**src/rtl/sbox_lane_arbiter.sv**
```systemverilog
// Time-shares one LANE_BYTES-wide sub_bytes lane between serialised block requests and key words.
// Define SBOX_ARB_KEY_PREEMPT_EN to let one key word slip in between beats of a running block.
module sbox_lane_arbiter #(
    parameter int unsigned BLOCK_BYTES = 16,
    parameter int unsigned LANE_BYTES  = 4
) (
    input  logic                     clk,
    input  logic                     rst_n,
    input  logic                     blk_v_i,
    input  logic [BLOCK_BYTES*8-1:0] blk_i,
    output logic                     blk_ready_o,
    output logic                     blk_res_v_o,
    output logic [BLOCK_BYTES*8-1:0] blk_res_o,
    input  logic                     blk_res_ready_i,
    input  logic                     key_v_i,
    input  logic [LANE_BYTES*8-1:0]  key_i,
    output logic                     key_ready_o,
    output logic                     key_res_v_o,
    output logic [LANE_BYTES*8-1:0]  key_res_o,
    input  logic                     key_res_ready_i,
    output logic [LANE_BYTES*8-1:0]  lane_o,
    input  logic [LANE_BYTES*8-1:0]  lane_i,
    output logic                     busy_o
);

    localparam int unsigned BW   = BLOCK_BYTES * 8;
    localparam int unsigned LW   = LANE_BYTES * 8;
    localparam int unsigned NB   = BLOCK_BYTES / LANE_BYTES;
    localparam int unsigned CntW = (NB > 1) ? $clog2(NB) : 1;
    localparam logic [CntW-1:0] LastBeat = CntW'(NB - 1);

    typedef enum logic [1:0] {StIdle, StBlkRun, StBlkDone, StKeyRun} state_e;

    state_e          state_q, state_d;
    logic [CntW-1:0] cnt_q, cnt_d;
    logic            prio_key_q, prio_key_d;
    logic [BW-1:0]   blk_reg_q, blk_reg_d, blk_res_q, blk_res_d;
    logic [LW-1:0]   key_reg_q, key_reg_d, key_res_q, key_res_d;
    logic            blk_res_v_q, blk_res_v_d, key_res_v_q, key_res_v_d;
    logic            blk_base, key_base, blk_grant, key_grant, last_beat;
    logic [31:0]     sh;
    logic [BW-1:0]   slot_mask, slot_data;
`ifdef SBOX_ARB_KEY_PREEMPT_EN
    logic            preempted_q, preempted_d, resume_q, resume_d;
`endif

    assign last_beat = (cnt_q == LastBeat);
    // Beat k lives at bit offset LW*(NB-1-k): MSB slice first.
    assign sh        = LW * (NB - 1 - 32'(cnt_q));
    assign slot_mask = BW'({LW{1'b1}}) << sh;
    assign slot_data = BW'(lane_i) << sh;

    always_ff @(posedge clk) begin
        if (!rst_n) begin
            state_q <= StIdle;
        end else begin
            state_q <= state_d;
        end
    end

    always_ff @(posedge clk) begin
        if (!rst_n) begin
            cnt_q       <= '0;
            prio_key_q  <= 1'b1;
            blk_reg_q   <= '0;
            blk_res_q   <= '0;
            key_reg_q   <= '0;
            key_res_q   <= '0;
            blk_res_v_q <= 1'b0;
            key_res_v_q <= 1'b0;
`ifdef SBOX_ARB_KEY_PREEMPT_EN
            preempted_q <= 1'b0;
            resume_q    <= 1'b0;
`endif
        end else begin
            cnt_q       <= cnt_d;
            prio_key_q  <= prio_key_d;
            blk_reg_q   <= blk_reg_d;
            blk_res_q   <= blk_res_d;
            key_reg_q   <= key_reg_d;
            key_res_q   <= key_res_d;
            blk_res_v_q <= blk_res_v_d;
            key_res_v_q <= key_res_v_d;
`ifdef SBOX_ARB_KEY_PREEMPT_EN
            preempted_q <= preempted_d;
            resume_q    <= resume_d;
`endif
        end
    end

    always_comb begin
        state_d     = state_q;
        cnt_d       = cnt_q;
        prio_key_d  = prio_key_q;
        blk_reg_d   = blk_reg_q;
        blk_res_d   = blk_res_q;
        key_reg_d   = key_reg_q;
        key_res_d   = key_res_q;
        blk_res_v_d = blk_res_v_q;
        key_res_v_d = key_res_v_q;
`ifdef SBOX_ARB_KEY_PREEMPT_EN
        preempted_d = preempted_q;
        resume_d    = resume_q;
`endif
        blk_grant = blk_v_i && blk_ready_o;
        key_grant = key_v_i && key_ready_o;
        if (blk_res_v_q && blk_res_ready_i) blk_res_v_d = 1'b0;
        if (key_res_v_q && key_res_ready_i) key_res_v_d = 1'b0;
        case (state_q)
            StIdle: begin
                if (key_grant) begin
                    state_d    = StKeyRun;
                    key_reg_d  = key_i;
                    prio_key_d = 1'b0;
                end else if (blk_grant) begin
                    state_d    = StBlkRun;
                    blk_reg_d  = blk_i;
                    cnt_d      = '0;
                    prio_key_d = 1'b1;
`ifdef SBOX_ARB_KEY_PREEMPT_EN
                    preempted_d = 1'b0;
`endif
                end
            end
            StBlkRun: begin
                blk_res_d = (blk_res_q & ~slot_mask) | slot_data;
                if (last_beat) begin
                    state_d     = StBlkDone;
                    blk_res_v_d = 1'b1;
                end else begin
                    cnt_d = cnt_q + 1'b1;
`ifdef SBOX_ARB_KEY_PREEMPT_EN
                    if (key_grant) begin
                        state_d     = StKeyRun;
                        key_reg_d   = key_i;
                        preempted_d = 1'b1;
                        resume_d    = 1'b1;
                    end
`endif
                end
            end
            StBlkDone: state_d = StIdle;
            StKeyRun: begin
                key_res_d   = lane_i;
                key_res_v_d = 1'b1;
                state_d     = StIdle;
`ifdef SBOX_ARB_KEY_PREEMPT_EN
                if (resume_q) state_d = StBlkRun;
                resume_d = 1'b0;
`endif
            end
            default: state_d = StIdle;
        endcase
    end

    always_comb begin
        blk_base = (state_q == StIdle) && !blk_res_v_q;
        key_base = (state_q == StIdle) && !key_res_v_q;
`ifdef SBOX_ARB_KEY_PREEMPT_EN
        key_base = key_base || ((state_q == StBlkRun) && !key_res_v_q && !last_beat &&
                                !preempted_q);
`endif
        // Under contention only the prioritised side sees ready, so v && ready is a real grant.
        blk_ready_o = blk_base && !(key_v_i && key_base && prio_key_q);
        key_ready_o = key_base && !(blk_v_i && blk_base && !prio_key_q);
        busy_o      = (state_q != StIdle);
        case (state_q)
            StBlkRun: lane_o = LW'(blk_reg_q >> sh);
            StKeyRun: lane_o = key_reg_q;
            default:  lane_o = '0;
        endcase
    end

    assign blk_res_v_o = blk_res_v_q;
    assign blk_res_o   = blk_res_q;
    assign key_res_v_o = key_res_v_q;
    assign key_res_o   = key_res_q;

endmodule

```
**config.mk**
```make
export PLATFORM = sky130hd
export DESIGN_NAME = sbox_lane_arbiter
export DESIGN_NICKNAME = d
export VERILOG_FILES = /design/src/rtl/sbox_lane_arbiter.sv
export SDC_FILE = /design/constraint.sdc
export NUM_CORES = 1
export LEC_CHECK = 0
export BUFFER_PORTS_ARGS = -buffer_cell sky130_fd_sc_hd__buf_2
export CAP_MARGIN = 15
export CORE_MARGIN = 10
export CORE_UTILIZATION = 40
export DETAILED_ROUTE_END_ITERATION = 8
export HOLD_SLACK_MARGIN = 0.02
export SETUP_SLACK_MARGIN = 0.02
export SYNTH_ARGS = -nofsm -noshare
export SYNTH_HDL_FRONTEND = slang
export SYNTH_SLANG_ARGS = --single-unit
```
**constraint.sdc**
```tcl
create_clock -name clk -period 2.4 [get_ports clk]
set_clock_uncertainty 0.15 [all_clocks]
set_input_delay 0 -clock clk [delete_from_list [all_inputs] [get_ports clk]]
set_output_delay 0 -clock clk [all_outputs]
set_load 0.01 [all_outputs]
```
==> metrics.yaml, run 1 <==
run_status: "completed"
starting_density_of_the_core_pct: 40.6
clock_insertion_delay_worst_skew_ps: 510
h-tree-depth: 2
die_w_um: 202
ys_types: 37
die-height_um: 202
required_ps: 2250
met3_usage_pct: 5.66
slew_viol_final: 0
p_leak_nw: 7.82
cts.repair_timing.setup_buffer_count: 0
critPathCaptureType: "output pin"
hold_class: "input pin to register"
grt_max_degree: 218
cts.root.buffer_cell: "sky130_fd_sc_hd__clkbuf_16"
power_per_cell_area_nw_per_um2: 717
io-pin-count: 395
netlist_top_cells_area: "sky130_fd_sc_hd__dfxtp_1 (49%), sky130_fd_sc_hd__mux2i_1 (17%), sky130_fd_sc_hd__nand2_1 (11%)"
placeable_core_region_um2: 32600
grt_setup_unrepaired: "false"
fin_ws_ps: 103
worst-setup-path-type: "register to output pin"
arrival_ps: 2150
global_route.usage.met1_pct: 26.0
grt_antenna_before_repair: 2
wirelength_mm: 49.0
groute.usage.overall_pct: 22.8
syn-instance-count: 1338
grt_remaining_overflow: 0
finalWeightedCongestion: 0.885
crit_fanout: 36
die_area_um2: 40800
numPlacedInstances: 2077
drc: 0
finalPower_mw: 13.3
clockBufferDepth: 3
grt-busiest-layer: "met2"
finalSetupTns_ps: 0
transition_time_of_the_tightest_slew_check_pin_ps: 981
post-place-ws_ps: 387
maxCapViolations: 0
worst_setup_hold_path_clk_slew_ps: 60
port_buf_inserts: 394
vias_in_the_first_global_route: 12600
post-synth-top-count-cell: "sky130_fd_sc_hd__nand2_1"
ys_seq_elements: 327
synth.cells.most_frequent: "sky130_fd_sc_hd__nand2_1 (387), sky130_fd_sc_hd__dfxtp_1 (327), sky130_fd_sc_hd__mux2i_1 (224)"
synth.net_count: 1540
cts.sinks: 327
synth_area_um2: 13200
max-vdd-ir-drop_v: 0.000565
detail_route.iter0.violations: 752
timing.fmax_ghz: 0.435
ys_async_sr_fraction_pct: 0
top_area_cell_type_share_of_the_netlist_area_pct: 49.5
final_core_utilization_pct: 56.8
timing.final.crit_period_ps: 2300
hold_viol: 0
critPathLaunchType: "register"
worst-r2r-setup-slack_ps: 350
layout-drive-gt1-share_pct: 26.1
hold_path_cell_cnt: 4
seq_area_frac_synth_pct: 49.5
yosys_most_used_dff: "sky130_fd_sc_hd__dfxtp_1"
tritoncts.num_buffers: 37
final_net_count: 2074
areaGrowthSynthToFinish_pct: 40.0
synth.yosys.warnings: 0
detailed_place_hpwl_mm: 33.6
timing.final.setup_violations: 0
vias: 12300
post-synth-top-area-cell: "sky130_fd_sc_hd__dfxtp_1"
ant_nets: 0
finalNonFillerCells: 2343
grt_use_met2_pct: 40.8
route.detailed.vias_per_inst: 5.27
final.period_utilization_pct: 95.7
num_rows: 66
avgRoutedWirePerCell_um: 20.9
post_synth.cell_area_avg_um2: 9.89
synth_enable_flop_cells: 0
grt_first_pass_wirelength_mm: 74.7
timing.max_slew.rel_slack_pct: 34.6
cts_tree: "yes"
drt_pre_antenna_iters: 5
r2r.worst_path.cells: 5
-- layout by cell type (no fill, tap or decap), drive strengths merged, types with 32 or more instances in the layout --
master	Yosys	routed
buf	34	424
nand2	387	387
dfxtp	327	327
mux2i	224	224
dlygate4sd3	0	198
a32o	128	128
clkbuf	93	53
a21oi	39	39
nand3	33	33
o221ai	32	32
-- power by group --
group          total [mW]  internal, mW  switching (mW)
logic                1.97         0.888            1.08
clock network        5.42          3.14            2.28
registers            5.90          5.72           0.178
-- routing by layer --
| layer | share of wire [%] | wire (µm) | up-vias |
|---|---|---|---|
| met2 | 50 | 24500 | 527 |
| met1 | 39 | 18900 | 5879 |
| met3 | 8.2 | 4000 | 83 |
| met5 | 0 | 0 | - |
| li1 | - | - | 5847 |
| met4 | 3.2 | 1590 | 0 |
-- layout make-up --
class | count | area [µm²]
fill | 2828 | 14100
sequential | 327 | 6550
multi-input combinational | 880 | 5940
timing repair buffer | 622 | 4300
clock buffer | 53 | 1040
tap | 442 | 553
clock inverter | 13 | 121
inverter | 4 | 15.0
antenna | 2 | 5.00
-- timing repair --
item	4_1_cts	5_1_grt
hold buffers	198	0
setup endpoints to repair	13	6
pin swaps	0	0
gates resized for setup	3	3
hold endpoints to repair	326	0
-- cell families (layout without fill, tap and decap cells) --
logic type / Yosys count / in the layout / synth area share (%)
AO/OA/AOI/OAI: 207 / 207 / 13.7
adder cells (fa/ha/maj): 4 / 4 / 0.378
buffers and inverters: 131 / 692 / 5.89
flip-flops: 327 / 327 / 49.5
multiplexers: 224 / 224 / 16.9
other: 0 / 2 / 0
AND/OR/NAND/NOR: 445 / 445 / 13.6
-- path summary, 6_finish.rpt --
check                                  from                    endpoint
setup / recovery      cnt_q[0]$_SDFFE_PN0P_                  lane_o[20]
hold / removal                    key_i[17]  key_reg_q[17]$_SDFFE_PN0P_
setup reg to reg      cnt_q[1]$_SDFFE_PN0P_  blk_res_o[98]$_SDFFE_PN0P_
hold reg to reg   key_res_o[1]$_SDFFE_PN0P_   key_res_o[1]$_SDFFE_PN0P_
-- stage by stage --
stage,hold slack (ps),instance area [µm²]
CTS,107,18500
detailed placement,103,15400
finish,125,18500
floorplan,-14.0,13200
global route,139,18500
global placement,97.2,15400
-- sequential cells by signal, summed over array words and instances, names as in the netlist --
signal,count
blk_reg_q,128
blk_res_o,128
key_reg_q,32
key_res_o,32
cnt_q,2
state_q,2
blk_res_v_o,1
key_res_v_o,1
prio_key_q,1
-- worst max-delay path, cell delays in order (launching register included) --
cell                       delay [ps]
sky130_fd_sc_hd__dfxtp_4          360
sky130_fd_sc_hd__buf_6            400
sky130_fd_sc_hd__mux2i_1          440
sky130_fd_sc_hd__o221ai_1         210
sky130_fd_sc_hd__buf_2            190
Note: power is estimated with default switching activity, not from simulation.
==> run 2, diff against run 1 <==
Settings changed: CORE_ASPECT_RATIO from default to 0.8.
==> run 2 against run 1 <==
Against the previous run: sequential power about the same; critical path depth rose by 1; register-to-register slack about the same.
==> metrics.yaml, run 2 (synthesis gave the netlist of run 1 again) <==
post-place-ws_ps: 221  # was 387 ps
timing.max_slew.rel_slack_pct: 51.6  # was 34.6%
final_common_cell: "sky130_fd_sc_hd__buf_2"  # unchanged
timing.fmax_ghz: 0.442  # was 0.435 GHz
r2r.worst_path.cells: 5  # unchanged
worst-r2r-setup-slack_ps: 340  # was 350 ps
cts.root.buffer_cell: "sky130_fd_sc_hd__clkbuf_16"  # unchanged
grt_antenna_before_repair: 5  # was 2
detail_route.iter0.violations: 963  # was 752
critical-path-top-delay-family: "buffers and inverters"  # unchanged
p_leak_nw: 7.90  # was 7.82 nW
areaGrowthSynthToFinish_pct: 41.2  # was 40.0%
slew_viol_final: 0  # unchanged
post_dp_cell_area_um2: 15400  # about the same
die_area_um2: 40800  # about the same
arrival_ps: 2110  # was 2150 ps
hold_class: "input pin to register"  # unchanged
die_w_um: 223  # was 202 µm
cp.buffers_inverters: 3  # was 2
avgRoutedWirePerCell_um: 20.9  # about the same
finalWeightedCongestion: 0.780  # was 0.885
required_ps: 2250  # about the same
h-tree-depth: 2  # unchanged
detailed_place_hpwl_mm: 31.5  # was 33.6 mm
max-vdd-ir-drop_v: 0.000526  # was 0.000565 V
io-pin-count: 395  # unchanged
port_buf_inserts: 394  # unchanged
hold_end: "blk_reg_q[52]$_SDFFE_PN0P_"  # was key_reg_q[17]$_SDFFE_PN0P_
timing.final.setup_violations: 0  # unchanged
critPathCaptureType: "output pin"  # unchanged
vias_in_the_first_global_route: 13000  # was 12600
crit_fanout: 21  # was 36
clock_insertion_delay_worst_skew_ps: 520  # was 510 ps
placeable_core_region_um2: 32600  # about the same
r2r-end: "blk_reg_q[79]$_SDFFE_PN0P_"  # was blk_res_o[98]$_SDFFE_PN0P_
route.detailed.vias_per_inst: 5.29  # was 5.27
run_status: "completed"  # unchanged
grt_first_pass_wirelength_mm: 74.5  # was 74.7 mm
num_rows: 59  # was 66
hold_viol: 0  # unchanged
groute.usage.overall_pct: 22.6  # was 22.8%
starting_density_of_the_core_pct: 40.6  # about the same
worstReg2RegStart: "state_q[1]$_SDFFE_PN0P_"  # was cnt_q[1]$_SDFFE_PN0P_
cts.sinks: 327  # unchanged
commonest_cells_after_routing_fill_and_taps_aside: "sky130_fd_sc_hd__buf_2 (393), sky130_fd_sc_hd__nand2_1 (387), sky130_fd_sc_hd__dfxtp_1 (324)"  # unchanged
wirelength_mm: 48.6  # was 49.0 mm
layout-drive-gt1-share_pct: 26.5  # was 26.1%
vias: 12300  # about the same
maxCapViolations: 0  # unchanged
power_per_cell_area_nw_per_um2: 725  # was 717 nW/µm²
cpMaxStageDelayCell: "sky130_fd_sc_hd__dfxtp_4"  # was sky130_fd_sc_hd__mux2i_1
grt_max_degree: 172  # was 218
cts.repair_timing.setup_buffer_count: 0  # unchanged
worst-setup-path-type: "register to output pin"  # unchanged
grt_setup_unrepaired: "false"  # unchanged
fin_ws_ps: 136  # was 103 ps
cts_tree: "yes"  # unchanged
critPathLaunchType: "register"  # unchanged
die-height_um: 183  # was 202 µm
worst_path_largest_cell_delay_ps: 420  # was 440 ps
ant_nets: 0  # unchanged
final_net_count: 2079  # was 2074
worst_setup_hold_path_clk_slew_ps: 60  # about the same
drt_pre_antenna_iters: 5  # unchanged
grt_remaining_overflow: 0  # unchanged
finalSetupTns_ps: 0  # unchanged
stdcell_area_um2: 18700  # was 18500 µm²
drc: 0  # unchanged
hold_path_cell_cnt: 4  # unchanged
min_from: "blk_i[52]"  # was key_i[17]
tritoncts.num_buffers: 36  # was 37
timing.final.crit_period_ps: 2260  # was 2300 ps
final.period_utilization_pct: 94.3  # was 95.7%
transition_time_of_the_tightest_slew_check_pin_ps: 726  # was 981 ps
clockBufferDepth: 3  # unchanged
timing.critical_path.cells: "buf_16 -> buf_4 -> mux2i_1 -> o221ai_2 -> buf_2"  # was buf_6 -> mux2i_1 -> o221ai_1 -> buf_2
-- run 2: cell count changes in the layout (fill, tap and decap cells not counted), sizes merged --
cell      delta
inv          -1
diode        +2
clkbuf       -1
bufinv       +2
clkinvlp     -2
buf          +5
clkinv       -2
-- run 2: worst register-to-register path, cell delays in order (launching register included) --
cell and delay [ps]:
sky130_fd_sc_hd__dfxtp_2 390, sky130_fd_sc_hd__or2_1 330, sky130_fd_sc_hd__nor3_4 240, sky130_fd_sc_hd__buf_12 280, sky130_fd_sc_hd__buf_4 340, sky130_fd_sc_hd__mux2i_1 250
-- run 2: report_power, final --
group | total (mW) | internal [mW] | switching, mW
Clock | 5.62 | 3.40 | 2.22
Sequential | 5.89 | 5.72 | 0.168
Combinational | 2.03 | 0.921 | 1.11
-- run 2: layout make-up --
cell class	count	area, µm²
Fill cell	2823	13900
Sequential cell	327	6560
Antenna cell	4	10.0
Timing Repair Buffer	628	4390
Clock inverter	10	140
Tap cell	427	534
Clock buffer	51	1060
Multi-Input combinational cell	880	5990
Inverter	4	15.0
-- run 2: per-layer routing --
metal | part of all wire, % | global-route usage [%]
met1 | 41 | 26.6
met2 | 48 | 38.0
met3 | 6.1 | 4.95
met4 | 4.7 | 11.9
met5 | 0.027 | 0
-- run 2: repair_timing --
item,CTS,global route
cloned,0,1
gates resized for setup,8,6
pin swaps,0,1
endpoints found under the setup margin,24,12
hold buffers,198,0
hold endpoints to repair,326,0
-- run 2: worst max path at each step --
stage	from	to	slack, ps	cells past startpoint
2_1_floorplan	state_q[0]$_SDFFE_PN0P_	blk_reg_q[0]$_SDFFE_PN0P_	690	7
3_3_place_gp	state_q[0]$_SDFFE_PN0P_	lane_o[16]	270	4
3_5_place_dp	state_q[0]$_SDFFE_PN0P_	lane_o[16]	220	4
4_1_cts	cnt_q[0]$_SDFFE_PN0P_	lane_o[2]	30	5
5_1_grt	cnt_q[0]$_SDFFE_PN0P_	lane_o[29]	50	5
6_report	cnt_q[0]$_SDFFE_PN0P_	lane_o[29]	140	5
-- run 2: through the flow --
stage          util [%]  cells  power (mW)  hold slack, ps
2_1_floorplan         -   1338        7.08           -14.0
3_3_place_gp       47.3   2067        7.69            96.7
3_5_place_dp       47.3   2067        7.72             106
4_1_cts            57.2   2326        13.6            96.6
5_1_grt            57.4   2331        14.1             122
6_report           57.4   2331        13.5             127
==> run 3, diff against run 2 <==
Settings changed: CTS_CLUSTER_SIZE from default to 25, PLACE_DENSITY from default to 0.75, SKIP_LAST_GASP from default to 1.
==> run 3 against run 2 <==
Against the previous run: the run now ends with negative setup slack left; sequential cell count is the same; global-route usage grew 1.4 points; sequential power is essentially flat; non-clock buffer count grew 72; hold slack gained 4.4 ps; clock power grew 1%; register-to-register slack lost 350 ps.
==> metrics.yaml, run 3 (synthesis gave the netlist of run 1 again) <==
share_comb_of_total_power_pct: 16.1  # was 15.0%
die_area_um2: 40800  # unchanged
vias: 13400  # was 12300
route.detailed.vias_per_inst: 5.54  # was 5.29
ant_nets: 0  # unchanged
hold_viol: 0  # unchanged
final_common_cell: "sky130_fd_sc_hd__buf_2"  # unchanged
io-pin-count: 395  # unchanged
arrival_ps: 2730  # was 2110 ps
seqPwrFrac_pct: 42.7  # was 43.5%
detail_route.iter0.violations: 1143  # was 963
final.period_utilization_pct: 100  # was 94.3%
final_net_count: 2150  # was 2079
r2r-end: "blk_reg_q[90]$_SDFFE_PN0P_"  # was blk_reg_q[79]$_SDFFE_PN0P_
run_status: "finished, violations left"  # was completed
clockBufferDepth: 3  # unchanged
netSwitchingFraction_pct: 26.4  # was 25.8%
grt_max_degree: 181  # was 172
drc: 0  # unchanged
timing.fmax_ghz: 0.415  # was 0.442 GHz
worstReg2RegStart: "state_q[1]$_SDFFE_PN0P_"  # unchanged
die_w_um: 223  # unchanged
cts.root.buffer_cell: "sky130_fd_sc_hd__clkbuf_16"  # unchanged
failing_checks: "negative setup slack"
wirelength_mm: 53.4  # was 48.6 mm
finalNonFillerCells: 2412  # was 2331
cpMaxStageDelayCell: "sky130_fd_sc_hd__dlygate4sd3_1"  # was sky130_fd_sc_hd__dfxtp_4
grt_setup_unrepaired: "true"  # was false
timing.critical_path.cells: "buf_4 -> or2_1 -> nor3_4 -> buf_12 -> mux2i_1 -> dlygate4sd3_1"  # was buf_16 -> buf_4 -> mux2i_1 -> o221ai_2 -> buf_2
hold_end: "blk_reg_q[96]$_SDFFE_PN0P_"  # was blk_reg_q[52]$_SDFFE_PN0P_
drt_pre_antenna_iters: 5  # unchanged
min_from: "blk_i[96]"  # was blk_i[52]
finalWeightedCongestion: 0.807  # was 0.780
cts_tree: "yes"  # unchanged
nFillCells: 2566  # was 2823
commonest_cells_after_routing_fill_and_taps_aside: "sky130_fd_sc_hd__buf_2 (393), sky130_fd_sc_hd__nand2_1 (387), sky130_fd_sc_hd__dfxtp_1 (323)"  # was sky130_fd_sc_hd__buf_2 (393), sky130_fd_sc_hd__nand2_1 (387), sky130_fd_sc_hd__dfxtp_1 (324)
layout-drive-gt1-share_pct: 26.0  # was 26.5%
hold_class: "input pin to register"  # unchanged
groute.usage.overall_pct: 24.0  # was 22.6%
h-tree-depth: 2  # unchanged
timing.max_slew.rel_slack_pct: 29.2  # was 51.6%
placeable_core_region_um2: 32600  # unchanged
multi_input_area_um2: 5990  # about the same
worst-setup-path-type: "register to register"  # was register to output pin
grt_remaining_overflow: 0  # unchanged
numPlacedInstances: 2058  # was 2067
worst-r2r-setup-slack_ps: -10  # was 340 ps
r2r.worst_path.cells: 6  # was 5
maxCapViolations: 0  # unchanged
critPathCaptureType: "register"  # was output pin
detailed_place_hpwl_mm: 30.2  # was 31.5 mm
port_buf_inserts: 394  # unchanged
final_core_utilization_pct: 59.8  # was 57.4%
slew_viol_final: 0  # unchanged
starting_density_of_the_core_pct: 40.6  # unchanged
grt_antenna_before_repair: 11  # was 5
max-vdd-ir-drop_v: 0.000498  # was 0.000526 V
areaGrowthSynthToFinish_pct: 47.2  # was 41.2%
timing.final.crit_period_ps: 2410  # was 2260 ps
power_per_cell_area_nw_per_um2: 709  # was 725 nW/µm²
tritoncts.num_buffers: 35  # was 36
clock_insertion_delay_worst_skew_ps: 510  # was 520 ps
p_leak_nw: 8.20  # was 7.90 nW
worst_setup_hold_path_clk_slew_ps: 70  # was 60 ps
required_ps: 2720  # was 2250 ps
finalPower_mw: 13.8  # was 13.5 mW
worst_path_largest_cell_delay_ps: 610  # was 420 ps
fin_ws_ps: -10.3  # was 136 ps
hold_path_cell_cnt: 4  # unchanged
grt_first_pass_wirelength_mm: 78.8  # was 74.5 mm
timing.final.setup_violations: 1  # was 0
combined_flip_flop_and_latch_cell_area_um2: 6560  # about the same
clockPowerShare_pct: 41.2  # was 41.5%
crit_fanout: 27  # was 21
critPathLaunchType: "register"  # unchanged
num_rows: 59  # unchanged
transition_time_of_the_tightest_slew_check_pin_ps: 1060  # was 726 ps
net-switching-power_mw: 3.64  # was 3.50 mW
cts.sinks: 327  # unchanged
die-height_um: 183  # unchanged
avgRoutedWirePerCell_um: 22.1  # was 20.9 µm
vias_in_the_first_global_route: 13800  # was 13000
power.internal_mw: 10.2  # was 10.0 mW
[run 3: cell count changes in the layout (fill, tap and decap cells not counted), moves of 2 or more]
cell	before	now
sky130_fd_sc_hd__diode_2	4	12
sky130_fd_sc_hd__mux2i_2	0	2
sky130_fd_sc_hd__inv_6	2	0
sky130_fd_sc_hd__dlygate4sd3_1	198	265
sky130_fd_sc_hd__clkinv_2	3	6
sky130_fd_sc_hd__buf_4	24	26
sky130_fd_sc_hd__mux2i_1	224	222
sky130_fd_sc_hd__clkbuf_16	39	41
[run 3: timing repair]
action,4_1_cts,5_1_grt
hold endpoints to repair,326,0
pin swaps,0,2
resized for setup,3,10
endpoints found under the setup margin,17,20
hold buffers,270,0
gates cloned,0,4
setup buffers,0,11
[run 3: layout make-up]
type,count,area share (%)
diodes,12,0.154
clock buffers,50,5.26
clock inverters,12,0.855
inverters,4,0.0771
multi-input cells,880,30.8
flip-flops and latches,327,33.7
well taps,427,2.74
repair buffers,700,26.5
[run 3: worst max-delay path by stage]
stage / startpoint / end / slack, ps / cells after the start
4_1_cts: cnt_q[0]$_SDFFE_PN0P_ / lane_o[13] / 30 / 4
5_1_grt: state_q[1]$_SDFFE_PN0P_ / blk_reg_q[90]$_SDFFE_PN0P_ / -50 / 6
3_3_place_gp: key_res_v_o$_SDFFE_PN0P_ / blk_reg_q[87]$_SDFFE_PN0P_ / 440 / 5
2_1_floorplan: state_q[0]$_SDFFE_PN0P_ / blk_reg_q[0]$_SDFFE_PN0P_ / 690 / 7
3_5_place_dp: cnt_q[1]$_SDFFE_PN0P_ / blk_res_o[82]$_SDFFE_PN0P_ / 370 / 4
6_report: state_q[1]$_SDFFE_PN0P_ / blk_reg_q[90]$_SDFFE_PN0P_ / -10 / 6
[run 3: power by group through the flow]
stage | logic, mW | clock network (mW) | registers [mW]
after floorplan | 1.09 | 0 | 5.99
after global placement | 1.65 | 0 | 5.98
after detailed placement | 1.68 | 0 | 6.00
after CTS | 2.04 | 5.75 | 5.88
after global routing | 2.35 | 5.96 | 5.92
final | 2.22 | 5.69 | 5.90
[run 3: worst max-delay path: cells and delay by family, from the launching register on]
| family | cells | cell delay [ps] |
|---|---|---|
| flops | 1 | 370 |
| buf+inv | 3 | 1010 |
| mux | 1 | 250 |
| simple gates | 2 | 550 |
[run 3: stage by stage]
| stage | instance area (µm²) | hold WS [ps] | setup slack (ps) | setup TNS [ps] |
|---|---|---|---|---|
| floorplan | 13200 | -14.0 | 691 | 0 |
| global placement | 15300 | 97.6 | 442 | 0 |
| detailed placement | 15300 | 104 | 371 | 0 |
| CTS | 19300 | 93.2 | 31.8 | 0 |
| finish | 19500 | 132 | -10.3 | -10.3 |
| global route | 19500 | 142 | -46.5 | -46.5 |
[run 3: layer usage]
layer  routed length (µm)  track usage, %  vias up
met5                    0               0        -
met4                 3290            15.5        0
met3                 4380            5.96      237
met2                26200            40.6      737
met1                19500            26.6     6362
li1                     -               -     6015
